[config.mk]
export PLATFORM = sky130hd
export DESIGN_NAME = car_velocity_integrator
export DESIGN_NICKNAME = d
export VERILOG_FILES = /design/src/rtl/car_velocity_integrator.sv
export SDC_FILE = /design/constraint.sdc
export NUM_CORES = 1
export LEC_CHECK = 0
export BUFFER_PORTS_ARGS = -buffer_cell sky130_fd_sc_hd__buf_2
export CELL_PAD_IN_SITES_DETAIL_PLACEMENT = 1
export CELL_PAD_IN_SITES_GLOBAL_PLACEMENT = 1
export CORE_MARGIN = 2
export CORE_UTILIZATION = 40
export CTS_CLUSTER_DIAMETER = 50
export CTS_CLUSTER_SIZE = 10
export DETAILED_ROUTE_END_ITERATION = 12
export GPL_TIMING_DRIVEN = 0
export PLACE_DENSITY_LB_ADDON = 0.1
export SLEW_MARGIN = 20
export SYNTH_ARGS = -nofsm -noshare
export SYNTH_HDL_FRONTEND = slang
export SYNTH_SLANG_ARGS = --single-unit
[constraint.sdc]
create_clock -name CLOCK_50 -period 5.1 [get_ports CLOCK_50]
set_input_delay 0.255 -clock CLOCK_50 [delete_from_list [all_inputs] [get_ports CLOCK_50]]
set_output_delay 0.255 -clock CLOCK_50 [all_outputs]
set_load 0.02 [all_outputs]
[src/rtl/car_velocity_integrator.sv]
// car_velocity_integrator: turns the 2-bit keyboard acceleration command into
// a saturating signed speed and a wrapping position, updated once per physics
// tick. Speed coasts toward zero when no command is held.
module car_velocity_integrator #(
  parameter int TICK_DIV   = 2500000,
  parameter int SPEED_W    = 8,
  parameter int MAX_SPEED  = 64,
  parameter int ACCEL_STEP = 2,
  parameter int DECAY_DIV  = 3,
  parameter int POS_W      = 16
) (
  input  logic                      CLOCK_50,
  input  logic                      resetn,
  input  logic                      enable,
  input  logic [1:0]                accel,
  output logic signed [SPEED_W-1:0] speed,
  output logic [POS_W-1:0]          position,
  output logic                      tick,
  output logic [1:0]                motion
);

  localparam int CNT_W = $clog2(TICK_DIV);
  localparam int DEC_W = (DECAY_DIV > 1) ? $clog2(DECAY_DIV) : 1;

  localparam logic [CNT_W-1:0]        LP_TICK_LAST = CNT_W'(TICK_DIV - 1);
  localparam logic [DEC_W-1:0]        LP_DEC_LAST  = DEC_W'(DECAY_DIV - 1);
  localparam logic signed [SPEED_W:0] LP_MAX       = (SPEED_W + 1)'(MAX_SPEED);
  localparam logic signed [SPEED_W:0] LP_MIN       = -LP_MAX;
  localparam logic signed [SPEED_W:0] LP_STEP      = (SPEED_W + 1)'(ACCEL_STEP);
  localparam logic signed [SPEED_W:0] LP_ONE       = (SPEED_W + 1)'(1);

  // Elaboration-time parameter sanity checks
  if (TICK_DIV < 2) begin : g_bad_tick_div
    $error("TICK_DIV must be >= 2");
  end
  if (DECAY_DIV < 1) begin : g_bad_decay_div
    $error("DECAY_DIV must be >= 1");
  end
  if (MAX_SPEED + ACCEL_STEP >= 2 ** (SPEED_W - 1)) begin : g_bad_speed_range
    $error("MAX_SPEED + ACCEL_STEP must be < 2^(SPEED_W-1)");
  end

  typedef enum logic [1:0] {
    ST_STOPPED = 2'b00,
    ST_FORWARD = 2'b01,
    ST_REVERSE = 2'b10
  } motion_t;

  logic [CNT_W-1:0]          r_tick_cnt;
  logic signed [SPEED_W-1:0] r_speed;
  logic [POS_W-1:0]          r_position;
  logic [DEC_W-1:0]          r_decay_cnt;
  logic                      r_tick;
  motion_t                   r_motion;

  logic                      w_update;
  logic signed [SPEED_W:0]   w_speed_wide;
  logic signed [SPEED_W:0]   w_sum_fwd;
  logic signed [SPEED_W:0]   w_sum_rev;
  logic signed [SPEED_W:0]   w_speed_next_wide;
  logic signed [SPEED_W-1:0] w_speed_next;
  logic [DEC_W-1:0]          w_decay_next;
  logic [POS_W+SPEED_W-1:0]  w_speed_sext;
  logic [POS_W-1:0]          w_pos_next;
  motion_t                   w_motion_next;

  assign w_update = enable && (r_tick_cnt == LP_TICK_LAST);

  // Next speed and decay count, computed one bit wider so clamping sees no wrap
  always_comb begin
    w_speed_wide      = {r_speed[SPEED_W-1], r_speed};
    w_sum_fwd         = w_speed_wide + LP_STEP;
    w_sum_rev         = w_speed_wide - LP_STEP;
    w_speed_next_wide = w_speed_wide;
    w_decay_next      = r_decay_cnt;
    case (accel)
      2'b10: begin
        w_speed_next_wide = (w_sum_fwd > LP_MAX) ? LP_MAX : w_sum_fwd;
        w_decay_next      = '0;
      end
      2'b01: begin
        w_speed_next_wide = (w_sum_rev < LP_MIN) ? LP_MIN : w_sum_rev;
        w_decay_next      = '0;
      end
      default: begin
        if (r_speed == '0) begin
          w_decay_next = '0;
        end else if (r_decay_cnt == LP_DEC_LAST) begin
          w_speed_next_wide = r_speed[SPEED_W-1] ? (w_speed_wide + LP_ONE)
                                                 : (w_speed_wide - LP_ONE);
          w_decay_next      = '0;
        end else begin
          w_decay_next = r_decay_cnt + 1'b1;
        end
      end
    endcase
    w_speed_next = w_speed_next_wide[SPEED_W-1:0];
  end

  // Explicit Euler: position advances by the speed held before this update
  always_comb begin
    w_speed_sext = {{POS_W{r_speed[SPEED_W-1]}}, r_speed};
    w_pos_next   = r_position + w_speed_sext[POS_W-1:0];
  end

  // Tick counter, speed, position and decay registers
  always_ff @(posedge CLOCK_50) begin
    if (!resetn) begin
      r_tick_cnt  <= '0;
      r_speed     <= '0;
      r_position  <= '0;
      r_decay_cnt <= '0;
      r_tick      <= 1'b0;
    end else begin
      r_tick <= w_update;
      if (enable) begin
        r_tick_cnt <= w_update ? '0 : (r_tick_cnt + 1'b1);
      end
      if (w_update) begin
        r_speed     <= w_speed_next;
        r_position  <= w_pos_next;
        r_decay_cnt <= w_decay_next;
      end
    end
  end

  // Motion state register
  always_ff @(posedge CLOCK_50) begin
    if (!resetn) begin
      r_motion <= ST_STOPPED;
    end else begin
      r_motion <= w_motion_next;
    end
  end

  // Motion next state follows the sign of the speed being committed
  always_comb begin
    w_motion_next = r_motion;
    if (w_update) begin
      if (w_speed_next == '0) begin
        w_motion_next = ST_STOPPED;
      end else if (w_speed_next[SPEED_W-1]) begin
        w_motion_next = ST_REVERSE;
      end else begin
        w_motion_next = ST_FORWARD;
      end
    end
  end

  // Outputs
  always_comb begin
    speed    = r_speed;
    position = r_position;
    tick     = r_tick;
    motion   = r_motion;
  end

endmodule
==> flow_metrics.tcl <==
set metrics [dict create \
    r2r-start "speed[7]" \
    ant_nets 0 \
    grt_pass1_wl_um 18200 \
    cts_setup_buffers 0 \
    ys_dominant_reg_cell "dfxtp_1" \
    relSlewSlack_pct 42.3 \
    rows 35 \
    final.fill_count 1177 \
    endpoint "speed[7]" \
    htreeDepth 2 \
    synth_edf_count 0 \
    internal_power_uw 559 \
    ys_types 61 \
    finalNetCount 565 \
    crit_top_cell "a21oi_1" \
    p_sw_uw 174 \
    pwr-share-clk_pct 40.2 \
    grtUsageTotal_pct 22.4 \
    critPathLaunchType "flop" \
    cts_buffers 5 \
    cp_cell_sequence "clkbuf_1, inv_1, ha_1, a21oi_1, a21oi_1, o21ai_0, a21oi_1, o311a_1, a21oi_1, o21a_1, a21boi_0" \
    grt_pass1_vias 3583 \
    clock_sinks 51 \
    ys_warn_count 0 \
    seq_area_frac_synth_pct 27.1 \
    netlist_area_um2 3760 \
    fin_crit_ns 3.54 \
    port_buffers 31 \
    via_count 3629 \
    pwr-share-comb_pct 5.3 \
    cts_tree "built" \
    rsz0062_at_grt "no" \
    routed_wl_um 10900 \
    layout-drive-gt1-share_pct 11.7 \
    antenna_found_initial 0 \
    drtIter0Drc 121 \
    syn_nets 526 \
    grt-ovfl-total 0 \
    status "finished, final reports clean" \
    synth_top_cell_area_share_pct 27.1 \
    path_class "reg2reg" \
    ir_worst_vdd_mv 0.0914 \
    die_w_um 101 \
    drcViolationCount 0 \
    hpwl_um 8500 \
    coreArea_um2 9200 \
    worstPathMaxFanout 12 \
    cts_hold_buf 0 \
    worst_slew_pin_slew_ns 0.858 \
    path_clk_slew_ns 0.10 \
    synthCells 490 \
    max_cap_violations 0 \
    p_per_area_nw_per_um2 175 \
    maxSlewViolCount 0 \
    cp_num_buf_inv 2 \
    rr_worst_depth 11 \
    die_area_um2 10200 \
    swShare_pct 23.8 \
    diodes 0 \
    yosys.area.top_type "dfxtp_1" \
    max_stage_delay_ns 0.70 \
    power_uw 733 \
    worst_slack_ns 1.56 \
    area.growth.synth_to_final_pct 11.1 \
    ioPinCount 32 \
    clockBufferDepth 2 \
    synth.area.top_cells "dfxtp_1 (27%), ha_1 (9.6%), nand2_1 (5.8%)" \
    power_frac_seq_pct 54.6 \
    cts-root-buf "clkbuf_8" \
    final.period_utilization_pct 69.5 \
    r2r_slack_ns 1.56 \
    wl_per_cell_um 17.0 \
    timing.fmax_ghz 0.282 \
    critPathTopFamily "compound AO/OA/AOI/OAI gates" \
    hold_violations 0 \
    drt-pass1-iter-count 5 \
    hold_class "in2reg" \
    startpoint "speed[7]" \
    cp_num_cells 11 \
    p_leak_uw 0.00173 \
    cp_slowest_cell "dfxtp_1" \
    critPathRequiredTime_ns 5.33 \
    cp.arrival_ns 3.77 \
    regToRegEndpoint "speed[7]" \
    preCtsSetupSlack_ns 1.59 \
    cts_resized 0 \
    ys_async_sr_fraction_pct 0 \
    finClkSkew_ns 0.00527 \
    gp_congestion 0.883 \
    avgSynthCellArea_um2 7.68 \
    final-setup-viol-count 0 \
    die_h_um 101 \
    vias_per_cell 5.66 \
    insertion_delay_ns 0.31 \
    grt_max_degree 17 \
    start_util_pct 40.9 \
    synth_seq_cells 51 \
    fin_tns_setup_ns 0 \
    endpoint_kind "flop" \
]
cell usage in the layout, fill, tap and decap left out, types with 6 or more instances in the layout:
cell type	n
o21ai_0	27
dfxtp_1	51
clkbuf_1	12
xnor2_1	10
xor2_1	23
nand3_1	21
ha_1	29
buf_2	37
nor3_1	16
and2_1	7
inv_1	20
nand2b_1	10
nand4_1	11
nor2b_1	7
nor2_1	51
a31oi_1	7
a211oi_1	6
a21oi_1	27
nand2_1	58
a21boi_0	10
worst register-to-register path, cell delays in order (launching register included):
cell      delay, ns
dfxtp_1        0.70
clkbuf_1       0.32
inv_1          0.31
ha_1           0.41
a21oi_1        0.20
a21oi_1        0.13
o21ai_0        0.36
a21oi_1        0.14
o311a_1        0.31
a21oi_1        0.23
o21a_1         0.18
a21boi_0       0.18
synthesized netlist by cell type (all sizes together), types with 10 or more instances:
cell type,count
dfxtp,51
ha,29
nand4,11
nor2,51
xor2,23
a21oi,27
nand2,58
nand2b,10
inv,20
nand3,21
a21boi,11
xnor2,10
nor3,18
clkbuf,12
o21ai,27
flip-flops by register name, summed over array words and instances (netlist names):
signal       count
r_decay_cnt      2
motion           2
position        16
speed            8
tick             1
r_tick_cnt      22
power groups by stage:
stage	Sequential (uW)	Clock, uW	Combinational (uW)
after detailed placement	409	0	38.4
after global routing	401	316	43.2
after global placement	409	0	37.5
after CTS	400	304	38.5
final	400	294	38.5
after floorplan	409	0	25.5
metal layers:
metal  track usage [%]  vias up  part of all wire [%]
met5                 0        -                     0
met4              4.78        0                  0.95
met3              2.84       11                   3.7
met2              34.9       67                    44
met1              33.1     1724                    51
li1                  -     1827                     -
worst min-delay path by stage:
stage / startpoint / endpoint / slack (ns) / depth (start not counted)
after floorplan: enable / r_tick_cnt[0] / 0.40 / 2
after detailed placement: motion[1] / motion[1] / 0.47 / 1
after global routing: enable / r_tick_cnt[0] / 0.28 / 3
after global placement: position[13] / position[13] / 0.46 / 2
final: enable / r_tick_cnt[0] / 0.25 / 3
after CTS: enable / r_tick_cnt[0] / 0.25 / 3
layout make-up:
type / count / area [um2] / area share, %
Multi-Input combinational cell: 400 / 2590 / 62.0
Sequential cell: 51 / 1020 / 24.4
Timing Repair Buffer: 32 / 160 / 3.83
Tap cell: 111 / 139 / 3.32
Buffer: 19 / 81.3 / 1.95
Inverter: 20 / 75.1 / 1.80
Clock buffer: 5 / 68.8 / 1.65
Clock inverter: 3 / 43.8 / 1.05
cell families (layout without fill, tap and decap cells):
logic type / Yosys count / after routing / share of synthesized area, %
adder cells (fa/ha/maj): 31 / 31 / 10.7
AND/OR/NAND/NOR: 212 / 212 / 28.0
AO/OA/AOI/OAI: 118 / 118 / 20.7
XOR/XNOR: 33 / 33 / 7.68
buffers and inverters: 39 / 79 / 4.16
flip-flops: 51 / 51 / 27.1
multiplexers: 6 / 6 / 1.63
per-stage QoR:
stage / hold WS, ns / cell area, um2 / instances / util, %
global route: 0.278 / 4180 / 641 / 45.5
global placement: 0.460 / 4060 / 632 / 44.1
CTS: 0.253 / 4180 / 641 / 45.5
detailed placement: 0.473 / 4070 / 633 / 44.2
floorplan: 0.400 / 3760 / 490 / -
finish: 0.252 / 4180 / 641 / 45.5
Power figures use the tool's default switching activity.
